<file path="src/rtl/io_bridge_pkg.sv">
// Shared constants for the CPU I/O bridge: register address, command and status bit positions.
package io_bridge_pkg;

  localparam logic [31:0] IO_ADDR = 32'h7FFF_FFFC;

  localparam int CMD_PUSH = 8;
  localparam int CMD_POP  = 9;
  localparam int CMD_CLR  = 10;

  localparam int ST_RXNE   = 8;
  localparam int ST_TXF    = 9;
  localparam int ST_TXE    = 10;
  localparam int ST_TXDROP = 11;
  localparam int ST_RXUF   = 12;

  localparam int ST_TXCNT_LSB = 16;
  localparam int ST_RXCNT_LSB = 24;
  localparam int ST_CNT_W     = 5;

endpackage

</file>
<file path="src/rtl/io_bridge_if.sv">
// CPU I/O word port plus the two external byte-stream handshakes of the bridge.
interface io_bridge_if;
  logic [31:0] CPUOut;
  logic        IOWrite;
  logic [31:0] CPUIn;
  logic        tx_valid;
  logic [7:0]  tx_data;
  logic        tx_ready;
  logic        rx_valid;
  logic [7:0]  rx_data;
  logic        rx_ready;

  modport slave (
    input  CPUOut, IOWrite, tx_ready, rx_valid, rx_data,
    output CPUIn, tx_valid, tx_data, rx_ready
  );

  modport master (
    output CPUOut, IOWrite, tx_ready, rx_valid, rx_data,
    input  CPUIn, tx_valid, tx_data, rx_ready
  );
endinterface

</file>
<file path="src/rtl/io_bridge_sync_fifo.sv">
// Synchronous FIFO with occupancy count; a push while full is accepted only alongside a pop.
// Pushes/pops on an empty or full FIFO are ignored internally; dout reads 0 while empty.
module sync_fifo #(
  parameter int WIDTH = 8,
  parameter int DEPTH = 8,
  parameter int CW    = $clog2(DEPTH) + 1
) (
  input  logic             clk,
  input  logic             rst,
  input  logic             push,
  input  logic             pop,
  input  logic [WIDTH-1:0] din,
  output logic [WIDTH-1:0] dout,
  output logic [CW-1:0]    count,
  output logic             full,
  output logic             empty
);
  localparam int AW = $clog2(DEPTH);

  logic [WIDTH-1:0] r_mem [DEPTH];
  logic [AW-1:0]    r_wr;
  logic [AW-1:0]    r_rd;
  logic [CW-1:0]    r_count;
  logic             w_push;
  logic             w_pop;

  assign empty  = (r_count == '0);
  assign full   = (r_count == CW'(DEPTH));
  assign w_pop  = pop && !empty;
  assign w_push = push && (!full || w_pop);
  assign count  = r_count;
  assign dout   = empty ? '0 : r_mem[r_rd];

  // Pointers are exactly AW bits, so they wrap modulo DEPTH on their own.
  always_ff @(posedge clk) begin
    if (rst) begin
      r_wr    <= '0;
      r_rd    <= '0;
      r_count <= '0;
    end else begin
      if (w_push) r_wr <= r_wr + 1'b1;
      if (w_pop)  r_rd <= r_rd + 1'b1;
      if (w_push && !w_pop)      r_count <= r_count + 1'b1;
      else if (w_pop && !w_push) r_count <= r_count - 1'b1;
    end
  end

  always_ff @(posedge clk) begin
    if (w_push && !rst) r_mem[r_wr] <= din;
  end
endmodule

</file>
<file path="src/rtl/io_bridge.sv">
// CPU-side I/O bridge: decodes command writes into TX/RX FIFO operations and assembles the status word.
// CPUIn is built purely from registered state, so no path exists from IOWrite/CPUOut to CPUIn.
module io_bridge
  import io_bridge_pkg::*;
#(
  parameter int DEPTH = 8,
  parameter int CW    = 5
) (
  input  logic        CLK,
  input  logic        Reset,
  io_bridge_if.slave  bus
);
  logic          w_cmd_push;
  logic          w_cmd_pop;
  logic          w_cmd_clr;
  logic [7:0]    w_tx_dout;
  logic [7:0]    w_rx_dout;
  logic [CW-1:0] w_tx_cnt;
  logic [CW-1:0] w_rx_cnt;
  logic          w_tx_full;
  logic          w_tx_empty;
  logic          w_rx_full;
  logic          w_rx_empty;
  logic          w_tx_pop;
  logic          w_rx_push;
  logic          w_drop_evt;
  logic          w_uf_evt;
  logic          r_tx_drop;
  logic          r_rx_uf;
  logic [31:0]   w_cpuin;
  logic          w_unused;

  assign w_cmd_push = bus.IOWrite && bus.CPUOut[CMD_PUSH];
  assign w_cmd_pop  = bus.IOWrite && bus.CPUOut[CMD_POP];
  assign w_cmd_clr  = bus.IOWrite && bus.CPUOut[CMD_CLR];
  assign w_unused   = ^bus.CPUOut[31:11];

  assign w_tx_pop   = !w_tx_empty && bus.tx_ready;
  assign w_rx_push  = bus.rx_valid && !w_rx_full;
  assign w_drop_evt = w_cmd_push && w_tx_full && !w_tx_pop;
  assign w_uf_evt   = w_cmd_pop && w_rx_empty;

  sync_fifo #(.WIDTH(8), .DEPTH(DEPTH), .CW(CW)) u_tx_fifo (
    .clk   (CLK),
    .rst   (Reset),
    .push  (w_cmd_push),
    .pop   (w_tx_pop),
    .din   (bus.CPUOut[7:0]),
    .dout  (w_tx_dout),
    .count (w_tx_cnt),
    .full  (w_tx_full),
    .empty (w_tx_empty)
  );

  sync_fifo #(.WIDTH(8), .DEPTH(DEPTH), .CW(CW)) u_rx_fifo (
    .clk   (CLK),
    .rst   (Reset),
    .push  (w_rx_push),
    .pop   (w_cmd_pop),
    .din   (bus.rx_data),
    .dout  (w_rx_dout),
    .count (w_rx_cnt),
    .full  (w_rx_full),
    .empty (w_rx_empty)
  );

  // A new error in the same write as CLR wins, so the flag loads the event itself.
  always_ff @(posedge CLK) begin
    if (Reset) begin
      r_tx_drop <= 1'b0;
      r_rx_uf   <= 1'b0;
    end else begin
      if (w_cmd_clr || w_drop_evt) r_tx_drop <= w_drop_evt;
      if (w_cmd_clr || w_uf_evt)   r_rx_uf   <= w_uf_evt;
    end
  end

  always_comb begin
    w_cpuin            = '0;
    w_cpuin[7:0]       = w_rx_dout;
    w_cpuin[ST_RXNE]   = !w_rx_empty;
    w_cpuin[ST_TXF]    = w_tx_full;
    w_cpuin[ST_TXE]    = w_tx_empty;
    w_cpuin[ST_TXDROP] = r_tx_drop;
    w_cpuin[ST_RXUF]   = r_rx_uf;
    w_cpuin[ST_TXCNT_LSB +: ST_CNT_W] = ST_CNT_W'(w_tx_cnt);
    w_cpuin[ST_RXCNT_LSB +: ST_CNT_W] = ST_CNT_W'(w_rx_cnt);
  end

  assign bus.CPUIn    = w_cpuin;
  assign bus.tx_valid = !w_tx_empty;
  assign bus.tx_data  = w_tx_dout;
  assign bus.rx_ready = !w_rx_full;
endmodule

</file>
<file path="src/flat_wrapper.sv">
// flat-port wrapper written by rule: the top's interface ports become plain ports
module io_bridge_flat import io_bridge_pkg::*;
#(
  parameter int DEPTH = 8,
  parameter int CW    = 5
)
  (CLK, Reset, bus_CPUOut, bus_IOWrite, bus_tx_ready, bus_rx_valid, bus_rx_data, bus_CPUIn, bus_tx_valid, bus_tx_data, bus_rx_ready);
  io_bridge_if bus_i ();
  input  logic CLK;
  input  logic Reset;
  input wire logic [$bits(bus_i.CPUOut)-1:0] bus_CPUOut;
  input wire logic [$bits(bus_i.IOWrite)-1:0] bus_IOWrite;
  input wire logic [$bits(bus_i.tx_ready)-1:0] bus_tx_ready;
  input wire logic [$bits(bus_i.rx_valid)-1:0] bus_rx_valid;
  input wire logic [$bits(bus_i.rx_data)-1:0] bus_rx_data;
  output wire logic [$bits(bus_i.CPUIn)-1:0] bus_CPUIn;
  output wire logic [$bits(bus_i.tx_valid)-1:0] bus_tx_valid;
  output wire logic [$bits(bus_i.tx_data)-1:0] bus_tx_data;
  output wire logic [$bits(bus_i.rx_ready)-1:0] bus_rx_ready;
  assign bus_i.CPUOut = bus_CPUOut;
  assign bus_i.IOWrite = bus_IOWrite;
  assign bus_i.tx_ready = bus_tx_ready;
  assign bus_i.rx_valid = bus_rx_valid;
  assign bus_i.rx_data = bus_rx_data;
  assign bus_CPUIn = bus_i.CPUIn;
  assign bus_tx_valid = bus_i.tx_valid;
  assign bus_tx_data = bus_i.tx_data;
  assign bus_rx_ready = bus_i.rx_ready;
  io_bridge #(.DEPTH(DEPTH), .CW(CW)) u_core (.CLK(CLK), .Reset(Reset), .bus(bus_i));
endmodule
</file>
<file path="config.mk">
export PLATFORM = sky130hd
export DESIGN_NAME = io_bridge_flat
export DESIGN_NICKNAME = d
export VERILOG_FILES = /design/src/rtl/io_bridge_pkg.sv /design/src/rtl/io_bridge_if.sv /design/src/rtl/io_bridge_sync_fifo.sv /design/src/rtl/io_bridge.sv /design/src/flat_wrapper.sv
export SDC_FILE = /design/constraint.sdc
export NUM_CORES = 1
export LEC_CHECK = 0
export ABC_AREA = 1
export CAP_MARGIN = 20
export CELL_PAD_IN_SITES_DETAIL_PLACEMENT = 0
export CELL_PAD_IN_SITES_GLOBAL_PLACEMENT = 1
export CORE_ASPECT_RATIO = 0.8
export CORE_MARGIN = 2
export CORE_UTILIZATION = 40
export DETAILED_ROUTE_END_ITERATION = 6
export PLACE_DENSITY_LB_ADDON = 0.1
export SETUP_SLACK_MARGIN = 0.1
export SYNTH_ARGS = -nofsm -noshare
export SYNTH_HDL_FRONTEND = slang
export SYNTH_SLANG_ARGS = --single-unit
export TNS_END_PERCENT = 20
</file>
<file path="constraint.sdc">
create_clock -name CLK -period 2.6 [get_ports CLK]
set_input_delay 0.26 -clock CLK [delete_from_list [all_inputs] [get_ports CLK]]
set_output_delay 0.26 -clock CLK [all_outputs]
set_load 0.05 [all_outputs]
</file>
==> results of run 1 <==
-- sequential cells by signal (all words and copies together) (netlist names), named ones only --
signal	cells
u_core.u_tx_fifo.r_wr	3
u_core.u_tx_fifo.count	5
u_core.u_rx_fifo.r_mem	64
u_core.r_tx_drop	1
u_core.u_tx_fifo.r_mem	64
u_core.u_rx_fifo.r_wr	3
u_core.u_rx_fifo.count	5
u_core.u_tx_fifo.r_rd	3
u_core.u_rx_fifo.r_rd	3
u_core.r_rx_uf	1
-- cells in the final DEF, fill, tap and decap left out, drive strengths merged --
master,netlist,final
nand2,73,73
o21ai,92,92
conb,1,9
inv,38,44
edfxtp,128,128
dlygate4sd2,0,1
nand4,3,3
buf,35,44
clkbuf,3,18
clkinv,0,4
dfxtp,30,30
clkdlybuf4s50,0,38
xor2,5,5
nor2,184,184
nand3,30,30
a21oi,15,15
fa,2,2
or2,2,2
ha,12,12
bufinv,0,3
xnor2,1,1
clkinvlp,0,1
nor3,5,5
o21a,1,1
-- final timing paths --
check	from	cells past startpoint	end
min	u_core.r_tx_drop$_SDFFE_PP0P_	2	u_core.r_tx_drop$_SDFFE_PP0P_
max reg2reg	u_core.u_tx_fifo.count[0]$_SDFFE_PP0P_	12	u_core.u_tx_fifo.count[4]$_SDFFE_PP0P_
max	u_core.u_rx_fifo.count[3]$_SDFFE_PP0P_	4	bus_CPUIn[8]
min reg2reg	u_core.r_tx_drop$_SDFFE_PP0P_	2	u_core.r_tx_drop$_SDFFE_PP0P_
-- through the flow --
| stage | utilization | hold slack (ns) | total power (uW) |
|---|---|---|---|
| global route | 0.493 | 0.494 | 9890 |
| global placement | 0.456 | 0.459 | 6790 |
| finish | 0.493 | 0.474 | 9310 |
| CTS | 0.493 | 0.459 | 9400 |
| detailed placement | 0.456 | 0.467 | 6830 |
| floorplan | - | 0.359 | 5860 |
-- area by class of cell --
type | instances | area [um2]
Clock buffer | 18 | 429
Clock inverter | 14 | 179
Fill cell | 1518 | 8470
Inverter | 38 | 145
Multi-Input combinational cell | 434 | 2030
Sequential cell | 158 | 4460
Tap cell | 220 | 275
Timing Repair Buffer | 83 | 719
-- routing by layer --
| layer | wire, um | GRT usage | up-vias |
|---|---|---|---|
| met5 | 0 | 0 | - |
| met4 | 162 | 0.0578 | 0 |
| met3 | 632 | 0.0425 | 14 |
| met2 | 6570 | 0.262 | 94 |
| li1 | - | - | 2361 |
| met1 | 7060 | 0.226 | 2177 |
-- report_power, final --
group	total, uW	leakage, uW	internal (uW)	switching (uW)
logic	3640	0.00147	1140	2500
registers	3100	0.00140	2920	185
clock network	2560	0.000296	1530	1030
total	9310	0.00316	5590	3710
-- worst register-to-register path, stage by stage, from the launching register on --
cell     delay, ns
dfxtp_1       0.46
nor2_1        0.12
nand3_1       0.19
nand2_2       0.12
ha_1          0.23
inv_1         0.15
ha_1          0.27
or2_2         0.31
nand2_1       0.07
nand2_1       0.04
nand2_1       0.05
nand2_1       0.04
a21oi_1       0.11
-- cells by family (layout without fill, tap and decap cells) --
group / after synthesis / count (layout) / synth area share
xor gates and xnor gates: 6 / 6 / 0.00764
and+or+nand+nor: 297 / 297 / 0.172
other: 1 / 9 / 0.000545
buffers and inverters: 77 / 153 / 0.0666
adders and majority gates: 14 / 14 / 0.0277
AOI/OAI and AO/OA: 108 / 108 / 0.0790
DFF: 158 / 158 / 0.646
==> metrics.md, run 1 <==
| Metric | Value |
|---|---|
| Status | `finished clean` |
| DRC Markers | `0` |
| Critical Path Source Type | `flip-flop` |
| Total CTS buffers | `17` |
| CTS tree | `done` |
| RSZ-0062 raised after global routing | `yes` |
| Finished Layout Cells | `about 970` |
| Row count | `42` |
| Final Hold Vio Count | `0` |
| Worst-case clock buffer depth | `2` |
| YS warnings | `0` |
| Area contributors post-synth | `edfxtp_1 56%, nor2_1 9.7%, dfxtp_1 8.7%` |
| Crit path cell chain | `inv_1 -> nand4_1 -> buf_4 -> clkdlybuf4s50_1` |
| Min cycle time layout | `2.29 ns` |
| Max_cap viols | `0` |
| Crit-path max cell delay | `between 0.8 and 0.9 ns` |
| Slowest CP cell | `clkdlybuf4s50_1` |
| Synth Instances | `661` |
| Synth Area per Inst | `roughly 10 um2` |
| Top-level port count | `87` |
| Placed Instances | `933` |
| Main flop type after synthesis | `edfxtp_1` |
| Starting DRT DRC Count | `228` |
| Async SR Flop Fraction | `0` |
| Worst slack, placed | `between 0.2 and 0.25 ns` |
| Largest net degree at the start of global routing | `33` |
| First-pass GRT wire length | `22900 um` |
| Routed WL | `14400 um` |
| Initial antenna violation count | `0` |
| Placed Area | `0.00762 mm2` |
| Register area share after synthesis | `0.646` |
| GP Congestion | `about 0.82` |
| Total core area | `0.0167 mm2` |
| Number of flops mapped to enable cells by yosys | `roughly 130` |
| Antenna cells | `0` |
| GRT Total Usage | `0.167` |
| # port buffers | `56` |
| Worst path required time | `around 2.3 ns` |
| Worst EP arrival | `2.03 ns` |
| Vias | `4646` |
| Final max-slew violation count | `0` |
| Clock slew at reported path FFs | `about 0.060 ns` |
| Detail Route Antenna Nets | `0` |
| Crit Path Class | `reg2out` |
| Clk root buf | `clkbuf_16` |
| Setup bufs post-CTS | `0` |
| Flop2flop setup slack | `0.37 ns` |
| Achievable Freq | `437 MHz` |
| Crit path buf inv count | `3` |
| Slew of the pin with the lowest slew margin | `0.731 ns` |
| Synth cell types | `25` |
| Vias/cell | `4.81` |
| Critical Path Fanout Max | `11` |
| Leak | `0.00316 uW` |
| Hold_buf cts | `0` |
| Initial core utilization | `0.412` |
| CP Capture Type | `output port` |
| Cell area power density | `1130 mW/mm2` |
| Peak supply drop | `between 0.0007 and 0.0008 V` |
| Vias in the first global route | `4430` |
| Slew HR | `0.512` |
| Final nets | `roughly 790` |
| Share of the synthesized area in the top cell type | `0.559` |
| Design area | `0.00824 mm2` |
| Area grow syn2layout | `19.8%` |
| DPL Wire Length | `around 9400 um` |
| Final setup vio count | `0` |
| FF+latch count, synth | `roughly 160` |
| Leading area contributor after synthesis | `edfxtp_1` |
| Commonest cells post-synth | `178 x nor2_1, 128 x edfxtp_1, 73 x nand2_1` |
| Fin Setup TNS | `0 ns` |
| Layout cells sized above 1 | `0.134` |
| Top delay family on crit path | `buffers and inverters` |
| H-Tree Level Count | `4` |
| Worst setup margin | `0.312 ns` |
| Cell Area, Synth | `~0.007 mm2` |
| Die H | `121 um` |
| Cts repair resizes | `1` |
| Hold crit path type | `reg2reg` |
| Wirelength per Cell | `15.0 um` |
| Die width | `about 150 um` |
| Remaining global-route overflow | `0` |
| Final period util | `0.880` |
| Worst-Skew Late Latency | `~0.42 ns` |
| Drt first pass iters | `4` |
| Count leader, synth | `nor2_1` |
| Total clock sinks | `158` |
| Clock Skews | `0.00797 ns` |
| Die ar. | `0.0183 mm2` |
Power figures use the tool's default switching activity.
==> run 2, diff against run 1 <==
- GPL_TIMING_DRIVEN: unset -> 0
==> run 2 against run 1 <==
Final area rose by 2.2%. Register-to-register slack lost 0.04 ns. Core utilization increased by 1.1 points. Via count increased by 3.8%. Sequential share of layout area down 1.2 points. Global-route usage grew 0.52 points. Flip-flop and latch count unchanged. Final cell count is 1.8% higher. Power grew 1.9%. Wire length rose by 2.6%. Clock power increased by 4%. Largest cell class unchanged. Largest power group unchanged. Highest routed layer unchanged.
==> metrics.md, run 2 (synthesis results as in run 1) <==
| Metric | Value |
|---|---|
| GRT Total Usage | `0.172 (+0.00521)` |
| Starting DRT DRC Count | `353 (+55%)` |
| Die H | `121 um (unchanged)` |
| Die width | `151 um (unchanged)` |
| First-pass GRT wire length | `23900 um (+4.7%)` |
| Vias/cell | `4.91 (+2.0%)` |
| Placed Instances | `949 (+1.7%)` |
| Vias in the first global route | `4819 (+8.8%)` |
| Final Hold Vio Count | `0 (unchanged)` |
| Remaining global-route overflow | `0 (unchanged)` |
| Clock slew at reported path FFs | `0.06 ns (about the same)` |
| Max_cap viols | `0 (unchanged)` |
| Routed WL | `14800 um (+2.6%)` |
| Total CTS buffers | `17 (unchanged)` |
| GP Congestion | `0.855 (+4.8%)` |
| Worst path required time | `2.34 ns (about the same)` |
| Drt first pass iters | `5 (+1)` |
| Cell area power density | `1130 mW/mm2 (-0.39%)` |
| Critical Path Fanout Max | `10 (-1)` |
| Die ar. | `0.0183 mm2 (unchanged)` |
| Slew HR | `0.428 (-0.0840)` |
| Vias | `4823 (+3.8%)` |
| Clock Skews | `0.00794 ns (-0.0000348 ns)` |
| RSZ-0062 raised after global routing | `yes` |
| Reg2reg start | `u_core.u_tx_fifo.count[2]$_SDFFE_PP0P_` |
| Largest net degree at the start of global routing | `17 (-48%)` |
| Slew of the pin with the lowest slew margin | `0.855 ns (+0.124 ns)` |
| Total clock sinks | `158 (unchanged)` |
| Most common cell after layout, fill and taps aside | `nor2_1` |
| Critical Path Source | `u_core.u_rx_fifo.count[3]$_SDFFE_PP0P_` |
| Final max-slew violation count | `0 (unchanged)` |
| Peak supply drop | `0.000749 V (-4.9%)` |
| Detail Route Antenna Nets | `0 (unchanged)` |
| # port buffers | `56 (unchanged)` |
| Top Registers | `u_core.u_rx_fifo.r_mem (64), u_core.u_tx_fifo.r_mem (64)` |
| Top-level port count | `87 (unchanged)` |
| Row count | `42 (unchanged)` |
| Layout cells sized above 1 | `0.133 (-0.00168)` |
| Worst slack, placed | `0.0511 ns (-0.164 ns)` |
| Final nets | `808 (+2.1%)` |
| Finished Layout Cells | `982 (+1.8%)` |
| Clk root buf | `clkbuf_16` |
| Antenna cells | `0 (unchanged)` |
| Initial core utilization | `0.412 (unchanged)` |
| Setup bufs post-CTS | `0 (unchanged)` |
| # fillers | `1525 (+0.46%)` |
| DRC Markers | `0 (unchanged)` |
| Wirelength per Cell | `15.1 um (+0.82%)` |
| Hold crit path type | `reg2reg` |
| Worst setup margin | `0.176 ns (-0.136 ns)` |
| Hold Slack | `0.475 ns (+0.00104 ns)` |
| Worst-Skew Late Latency | `0.42 ns (about the same)` |
| Initial antenna violation count | `0 (unchanged)` |
| Status | `finished clean` |
| CTS tree | `done` |
| H-Tree Level Count | `4 (unchanged)` |
| Fin Setup TNS | `0 ns (unchanged)` |
| Final period util | `0.932 (+0.0524)` |
| Final setup vio count | `0 (unchanged)` |
| CP Capture Type | `output port` |
| Leak | `0.00327 uW (+3.4%)` |
| Hold_buf cts | `0 (unchanged)` |
| Start point of the worst hold path | `u_core.r_tx_drop$_SDFFE_PP0P_` |
| Achievable Freq | `413 MHz (-5.6%)` |
| Area grow syn2layout | `22.5%` |
| Worst EP arrival | `2.16 ns (+0.13 ns)` |
| Most frequent cells in the layout | `176 x nor2_1, 128 x edfxtp_1, 72 x nand2_1` |
| Crit Path Class | `reg2out` |
| Min cycle time layout | `2.42 ns (+0.136 ns)` |
| Worst-case clock buffer depth | `2 (unchanged)` |
| Critical Path Source Type | `flip-flop` |
| DPL Wire Length | `10600 um (+13%)` |
| Total core area | `0.0167 mm2 (unchanged)` |
==> run 2: timing repair <==
item / 4_1_cts / 5_1_grt
setup endpoints to repair: 18 / 16
resized for setup: 18 / 11
endpoints found under the hold margin: 0 / 0
==> run 2: cell type report <==
type	instances	area, um2	share of cell area
clock buffers	18	429	0.0510
well taps	220	275	0.0327
repair buffers	61	563	0.0668
inverters	38	143	0.0169
multi-input cells	434	2030	0.241
plain buffers	39	315	0.0374
flip-flops and latches	158	4460	0.530
clock inverters	14	206	0.0245
==> run 2: path summary, 6_finish.rpt <==
check                                                              end  slack, ns  depth (start not counted)
worst max-delay path                                      bus_CPUIn[8]       0.18                          4
worst min-delay path                     u_core.r_tx_drop$_SDFFE_PP0P_       0.48                          2
worst max register to register  u_core.u_tx_fifo.count[4]$_SDFFE_PP0P_       0.33                         13
worst min register to register           u_core.r_tx_drop$_SDFFE_PP0P_       0.48                          2
==> run 2: report_power, final <==
| group | internal, uW | total, uW | switching (uW) |
|---|---|---|---|
| registers | 2920 | 3080 | 161 |
| logic | 1180 | 3750 | 2560 |
| clock network | 1630 | 2660 | 1030 |
==> run 2: critical path, cell delays in order, from the launching register on <==
cell and delay, ns:
dfxtp_4 0.37, inv_1 0.06, nand4_1 0.14, buf_2 0.31
clkdlybuf4s50_1 0.86
==> run 2: metal layers <==
layer / routed length [um] / vias to the layer above / global-route usage
li1: - / 2385 / -
met1: 7120 / 2323 / 0.233
met2: 6920 / 107 / 0.281
met3: 652 / 8 / 0.0425
met4: 109 / 0 / 0.0397
met5: 0 / - / 0
==> run 2: metrics by stage <==
step | instance area (um2) | total power (uW) | utilization
after global placement | 7780 | 6990 | 0.466
final | 8420 | 9480 | 0.504
after detailed placement | 7800 | 7040 | 0.467
after CTS | 8410 | 9550 | 0.503
after global routing | 8420 | 10000 | 0.504
after floorplan | 6940 | 5860 | -
==> run 3, diff against run 2 <==
- RECOVER_POWER: unset -> 50
==> run 3 against run 2 <==
Global-route usage is the same. Wire length hardly changed. First-iteration DRC count up 0.28%. Critical path depth unchanged. Largest power group unchanged. Flip-flop and latch count unchanged. Critical endpoint unchanged.
==> metrics.md, run 3 (synthesis results as in run 1) <==
| Metric | Value |
|---|---|
| Status | `finished clean` |
| Critical Path Source Type | `flip-flop` |
| Finished Layout Cells | `982 (unchanged)` |
| Min cycle time layout | `2.47 ns (+0.0490 ns)` |
| Clock Skews | `0.00672 ns (-0.00122 ns)` |
| Antenna cells | `0 (unchanged)` |
| Area grow syn2layout | `22.4% (about the same)` |
| Largest net degree at the start of global routing | `17 (unchanged)` |
| Layout cells sized above 1 | `0.126 (-0.00656)` |
| Placed Instances | `949 (unchanged)` |
| Drt first pass iters | `5 (unchanged)` |
| Hold crit path type | `reg2reg` |
| Peak supply drop | `0.000749 V (about the same)` |
| Final max-slew violation count | `0 (unchanged)` |
| Remaining global-route overflow | `0 (unchanged)` |
| Crit Path Class | `reg2out` |
| Flop2flop setup slack | `0.33 ns (about the same)` |
| Starting DRT DRC Count | `354 (+0.28%)` |
| CP Capture Type | `output port` |
| Top Registers | `u_core.u_rx_fifo.r_mem (64), u_core.u_tx_fifo.r_mem (64)` |
| Worst-case clock buffer depth | `2 (unchanged)` |
| Hold endpoint | `u_core.r_tx_drop$_SDFFE_PP0P_` |
| First-pass GRT wire length | `23900 um (unchanged)` |
| Worst reg-to-reg path cell count | `13 (unchanged)` |
| Wirelength per Cell | `15.1 um (about the same)` |
| Worst path required time | `2.34 ns (about the same)` |
| Hold depth | `2 (unchanged)` |
| GP Congestion | `0.855 (unchanged)` |
| Final nets | `808 (unchanged)` |
| Achievable Freq | `404 MHz (-2.0%)` |
| Total clock sinks | `158 (unchanged)` |
| Clock slew at reported path FFs | `0.06 ns (about the same)` |
| Final setup vio count | `0 (unchanged)` |
| Clk root buf | `clkbuf_16` |
| Reg2reg start | `u_core.u_tx_fifo.count[2]$_SDFFE_PP0P_` |
| Final Hold Vio Count | `0 (unchanged)` |
| H-Tree Level Count | `4 (unchanged)` |
| Cell area power density | `1120 mW/mm2 (about the same)` |
| DPL Wire Length | `10600 um (unchanged)` |
| Most common cell after layout, fill and taps aside | `nor2_1` |
| Top-level port count | `87 (unchanged)` |
| CTS tree | `done` |
| Die ar. | `0.0183 mm2 (unchanged)` |
| Vias | `4819 (-0.083%)` |
| Fin Setup TNS | `0 ns (unchanged)` |
| Die H | `121 um (unchanged)` |
| RSZ-0062 raised after global routing | `yes` |
| DRC Markers | `0 (unchanged)` |
| Total CTS buffers | `17 (unchanged)` |
| Leak | `0.00327 uW (about the same)` |
| Initial core utilization | `0.412 (unchanged)` |
| Final period util | `0.951 (+0.0189)` |
| Worst EP arrival | `2.21 ns (+0.05 ns)` |
| Start point of the worst hold path | `u_core.r_tx_drop$_SDFFE_PP0P_` |
| Max_cap viols | `0 (unchanged)` |
| Routed WL | `14800 um (about the same)` |
| Reg-to-Reg End | `u_core.u_tx_fifo.count[4]$_SDFFE_PP0P_` |
| Detail Route Antenna Nets | `0 (unchanged)` |
| Initial antenna violation count | `0 (unchanged)` |
| Hold_buf cts | `0 (unchanged)` |
| Die width | `151 um (unchanged)` |
| Row count | `42 (unchanged)` |
| Slew of the pin with the lowest slew margin | `0.850 ns (-0.00565 ns)` |
| Vias/cell | `4.91 (about the same)` |
| Slew HR | `0.432 (+0.00378)` |
| Most frequent cells in the layout | `176 x nor2_1, 128 x edfxtp_1, 72 x nand2_1` |
| Total core area | `0.0167 mm2 (unchanged)` |
| Vias in the first global route | `4819 (unchanged)` |
| GRT Total Usage | `0.172 (unchanged)` |
| # port buffers | `56 (unchanged)` |
| Critical Path Fanout Max | `10 (unchanged)` |
| Setup bufs post-CTS | `0 (unchanged)` |
| Worst-Skew Late Latency | `0.42 ns (about the same)` |
| Cts repair resizes | `18 (unchanged)` |
## run 3: layer usage
metal  part of all wire  track usage
met5                  0            0
met2               0.47        0.281
met1               0.48        0.233
met4             0.0072       0.0397
met3              0.044       0.0425
## run 3: worst max-delay path by stage
stage,start,to,slack [ns],cells after the start
2_1_floorplan,u_core.u_rx_fifo.count[1]$_SDFFE_PP0P_,u_core.u_rx_fifo.count[4]$_SDFFE_PP0P_,0.08,13
3_3_place_gp,Reset,u_core.u_rx_fifo.r_mem[4][6]$_DFFE_PP_,0.02,4
3_5_place_dp,bus_tx_ready,u_core.u_tx_fifo.count[4]$_SDFFE_PP0P_,0.05,14
4_1_cts,flip-flop,bus_CPUIn[3],0.13,8
5_1_grt,flip-flop,bus_tx_data[3],0.05,7
6_report,u_core.u_rx_fifo.count[2]$_SDFFE_PP0P_,bus_CPUIn[8],0.13,4
## run 3: per-stage QoR
step / hold slack (ns) / power (uW) / utilization / area (um2) / setup slack (ns)
4_1_cts: 0.454 / 9550 / 0.503 / 8410 / 0.134
5_1_grt: 0.509 / 10000 / 0.504 / 8420 / 0.0480
3_5_place_dp: 0.459 / 7040 / 0.467 / 7800 / 0.0511
2_1_floorplan: 0.359 / 5860 / - / 6940 / 0.0769
6_report: 0.475 / 9470 / 0.504 / 8420 / 0.127
3_3_place_gp: 0.460 / 6990 / 0.466 / 7780 / 0.0242
## run 3: layout make-up
| cell class | count | area, um2 |
|---|---|---|
| multi-input combinational | 434 | 2030 |
| clock inverter | 14 | 206 |
| tap | 220 | 275 |
| sequential | 158 | 4460 |
| clock buffer | 18 | 429 |
| inverter | 38 | 143 |
| fill | 1526 | 8290 |
| buffer | 39 | 314 |
| timing repair buffer | 61 | 562 |
## run 3: worst max-delay path, stage by stage, from the launching register on
cell             delay [ns]
dfxtp_1                0.38
inv_1                  0.08
nand4_1                0.16
buf_2                  0.31
clkdlybuf4s50_1        0.86
## run 3: report_power, final
part | leakage, uW | switching [uW] | internal [uW]
combinational | 0.00156 | 2560 | 1180
sequential | 0.00140 | 160 | 2910
clock | 0.000305 | 1030 | 1630
